File: config.mk
export PLATFORM = sky130hd
export DESIGN_NAME = register_skid_ctrl
export DESIGN_NICKNAME = d
export VERILOG_FILES = /design/src/rtl/register_skid_ctrl.sv
export SDC_FILE = /design/constraint.sdc
export NUM_CORES = 1
export LEC_CHECK = 0
export BUFFER_PORTS_ARGS = -buffer_cell sky130_fd_sc_hd__buf_4
export CORE_UTILIZATION = 48
export CTS_BUF_LIST = sky130_fd_sc_hd__clkbuf_8
export DETAILED_ROUTE_END_ITERATION = 8
export PLACE_DENSITY_LB_ADDON = 0.25
export RECOVER_POWER = 50
export SLEW_MARGIN = 30
export SYNTH_ARGS = -nofsm -noshare
export SYNTH_HDL_FRONTEND = slang
export SYNTH_SLANG_ARGS = --single-unit
File: constraint.sdc
create_clock -name clk -period 1.5 [get_ports clk]
set_input_delay 0.3 -clock clk [delete_from_list [all_inputs] [get_ports clk]]
set_output_delay 0.3 -clock clk [all_outputs]
set_load 0.02 [all_outputs]
File: src/rtl/register_skid_ctrl.sv
// Two-entry skid-buffer valid/ready stage with fully registered s_ready, m_valid and m_data.
// Optional stall counter output enabled by defining REGISTER_SKID_STALL_CNT_EN.
module register_skid_ctrl #(
    parameter int WIDTH = 8
) (
    input  logic             clk,
    input  logic             resetn,
    input  logic             flush,
    input  logic             s_valid,
    output logic             s_ready,
    input  logic [WIDTH-1:0] s_data,
    output logic             m_valid,
    input  logic             m_ready,
    output logic [WIDTH-1:0] m_data,
    output logic [1:0]       occupancy
`ifdef REGISTER_SKID_STALL_CNT_EN
    ,
    output logic [31:0]      stall_count
`endif
);

    typedef enum logic [1:0] {
        EMPTY = 2'd0,
        BUSY  = 2'd1,
        FULL  = 2'd2
    } state_e;

    state_e           state_q, state_d;
    logic [WIDTH-1:0] out_q, out_d;
    logic [WIDTH-1:0] skid_q, skid_d;
    logic             s_ready_q, m_valid_q;
    logic [1:0]       occ_q, occ_d;
    logic             xfer_in, xfer_out;

    assign xfer_in  = s_valid & s_ready_q;
    assign xfer_out = m_valid_q & m_ready;

    always_comb begin
        state_d = state_q;
        out_d   = out_q;
        skid_d  = skid_q;
        // flush drops everything held; out_q keeps its stale value
        if (flush) begin
            state_d = EMPTY;
        end else begin
            case (state_q)
                EMPTY: if (xfer_in) begin
                    out_d   = s_data;
                    state_d = BUSY;
                end
                BUSY: begin
                    if (xfer_in && xfer_out) begin
                        out_d = s_data;
                    end else if (xfer_in) begin
                        skid_d  = s_data;
                        state_d = FULL;
                    end else if (xfer_out) begin
                        state_d = EMPTY;
                    end
                end
                FULL: if (xfer_out) begin
                    out_d   = skid_q;
                    state_d = BUSY;
                end
                default: state_d = EMPTY;
            endcase
        end
        case (state_d)
            BUSY:    occ_d = 2'd1;
            FULL:    occ_d = 2'd2;
            default: occ_d = 2'd0;
        endcase
    end

    always_ff @(posedge clk or negedge resetn) begin
        if (!resetn) begin
            state_q   <= EMPTY;
            out_q     <= '0;
            skid_q    <= '0;
            s_ready_q <= 1'b1;
            m_valid_q <= 1'b0;
            occ_q     <= 2'd0;
        end else begin
            state_q   <= state_d;
            out_q     <= out_d;
            skid_q    <= skid_d;
            s_ready_q <= (state_d != FULL);
            m_valid_q <= (state_d != EMPTY);
            occ_q     <= occ_d;
        end
    end

    assign s_ready   = s_ready_q;
    assign m_valid   = m_valid_q;
    assign m_data    = out_q;
    assign occupancy = occ_q;

`ifdef REGISTER_SKID_STALL_CNT_EN
    logic [31:0] stall_q, stall_d;

    always_comb begin
        stall_d = stall_q;
        if (flush)
            stall_d = '0;
        else if (m_valid_q && !m_ready && (stall_q != 32'hFFFF_FFFF))
            stall_d = stall_q + 32'd1;
    end

    always_ff @(posedge clk or negedge resetn) begin
        if (!resetn) stall_q <= '0;
        else         stall_q <= stall_d;
    end

    assign stall_count = stall_q;
`endif

endmodule
==> results.yml <==
clock_tree:
  clock_path_buffers: 2
  h-tree-depth: 1
  clk_pin_slew_ns: 0.08
  numCtsBuffers: 3
  cts_tree: "built"
  cts_root_buf: "clkbuf_8"
  cts_sinks: 22
  post_cts_buffers: 0
  insertion_delay_ns: 0.26
timing:
  setup_viol: 16
  tns_ns: -0.7010
  timing.fmax_ghz: 0.6390
  fin_skew_ns: 0.003840
  worst_slack_ns: -0.06502
  hold_viol_final: 0
  worstMarginPinSlew_ns: 0.5443
  rsz0062_at_grt: "yes"
  fin_crit_sh_pct: 104.3
  maxSlewViolCount: 0
  post-route-min-period_ns: 1.565
  slew_headroom_pct: 63.71
critical_path:
  max_stage_delay_ns: 0.57
  worstPathArrival_ns: 1.71
  slowest_stage: "dfstp_2"
  required_ns: 1.65
  end_kind: "flip-flop"
  path_max_fanout: 4
  worstSetupPathType: "reg -> reg"
  critPathBufInv: 1
  path_delay_family: "flip-flops"
  crit_chain: "nand3b_4 -> a221oi_4 -> buf_6 -> mux2_4"
  cp-start-kind: "flip-flop"
yosys:
  synth_edf_count: 0
  ys_top_cells_by_area: "dfrtp_1, mux2_2, a221oi_4"
  yosysTopAreaCell: "dfrtp_1"
  async_reset_ff_share_pct: 100.0
  synth.distinct_cells: 18
  synth_area_sq_um: 1003
  netlist.area_leader.share_pct: 52.37
  synth-main-ff-cell: "dfrtp_1"
  ys_ff_latch: 22
  synthCells: 67
  synth_area_per_cell_sq_um: 14.98
  ys_warn_count: 0
  synthesis.nets: 80
  synth.yosys.seq_area_share_pct: 54.99
floorplan:
  die_width_um: 47.72
  rows: 16
  ios: 25
  die_h_um: 47.72
  start_util_pct: 51.15
  dieArea_sq_um: 2277
  core_area_sq_um: 1962
power_and_ir_drop:
  ir_drop_uv: 910.2
  p_per_area_nw_per_um2: 1367
  p_leak_nw: 0.6795
detailed_routing:
  first_iter_violations: 1
  postRouteAntennaNets: 0
  drc: 0
  via_per_inst: 5.265
  dr.pass1.iters: 3
  drt-total-wl_um: 2144
  vias: 695
  wl_per_cell_um: 16.24
placed_design:
  dp_hpwl_um: 1532
  place_ws_ns: -0.02081
  routabilityCongestion: 0.7014
  port_buffers: 24
layout:
  nets: 119
  final-seq-area_sq_um: 553.0
  synthToLayoutAreaGrowth_pct: 43.52
  num_antenna_cells: 0
  final_cell_mix: "buf_4, dfrtp_1, mux2_4"
  final_common_cell: "buf_4"
  fillers: 150
  fin_util_pct: 73.41
  drive_gt1_share_pct: 65.71
  multi_input_comb_area_sq_um: 505.5
grt:
  grt_pass1_wl_um: 3125
  grt_max_degree: 23
  grt_overflow_total: 0
  grt_pass1_vias: 735
  grt_usage_pct: 21.01
  antenna_found_initial: 0
run:
  maxCapViolations: 0
run_status:
  status: "complete, but fails checks"
  violations: "negative setup slack"
min_path:
  holdCritPathClass: "in -> reg"
==> area by class of cell <==
class / instances / area share, %
Timing Repair Buffer: 36 / 20.07
Tap cell: 27 / 2.346
Sequential cell: 22 / 38.40
Multi-Input combinational cell: 42 / 35.10
Inverter: 1 / 0.2606
Clock buffer: 4 / 3.823
==> kinds of logic (layout without fill, tap and decap cells) <==
| kind of cell | count (synthesis) | after routing | share of synthesized area [%] |
|---|---|---|---|
| buffers and inverters | 3 | 41 | 1.246 |
| AND/OR/NAND/NOR | 9 | 9 | 8.231 |
| multiplexers | 24 | 24 | 26.93 |
| AO/OA/AOI/OAI | 9 | 9 | 8.603 |
| flip-flops | 22 | 22 | 54.99 |
==> cell usage after synthesis (all sizes together), types with 2 or more instances <==
library cell,n
dfrtp,21
mux2,24
a221oi,3
nand4b,3
nand2,2
a31oi,2
a21o,2
==> stage by stage <==
step	hold WS [ns]	cells	cell area [sq um]	power, mW
2_1_floorplan	0.004409	67	1041	1.240
3_3_place_gp	0.1976	127	1329	1.472
3_5_place_dp	0.2009	127	1329	1.496
4_1_cts	0.2681	132	1405	1.925
5_1_grt	0.2717	132	1440	2.061
6_report	0.2696	132	1440	1.969
==> final timing paths <==
path	end	cells after the start	from	slack [ns]
hold / removal	occupancy[1]	2	m_ready	0.27
min in group asynchronous	m_data[7]	2	resetn	0.54
max in group asynchronous	m_valid	2	resetn	0.57
setup reg to reg	m_data[6]	4	s_ready	-0.07
hold reg to reg	skid_q[3]	1	skid_q[3]	0.51
setup / recovery	m_data[6]	4	s_ready	-0.07
==> what timing repair did <==
item	CTS	global route
setup endpoints to repair	16	16
endpoints found under the hold margin	21	0
pin swaps	0	2
resized for setup	3	10
hold buffers	1	0
==> worst register-to-register path, cell delays in order, from the launching register on <==
cell and delay (ns):
dfstp_2 0.57, nand3b_4 0.11, a221oi_4 0.31, buf_6 0.17
mux2_4 0.30
==> flip-flops by register name (all words and copies together), names as in the netlist <==
name,count
m_data,8
skid_q,8
occupancy,2
state_q,2
m_valid,1
s_ready,1
==> power breakdown <==
part | leakage (nW) | internal, mW | switching (mW)
registers | 0.267 | 0.768 | 0.101
logic | 0.384 | 0.410 | 0.267
clock network | 0.0288 | 0.234 | 0.190
==> metal layers <==
metal	GRT usage, %	part of all wire, %
met5	0	0
met3	4.528	3.5
met4	10.00	1.2
met2	38.65	54
met1	22.60	41
(Power assumes the default switching activity.)
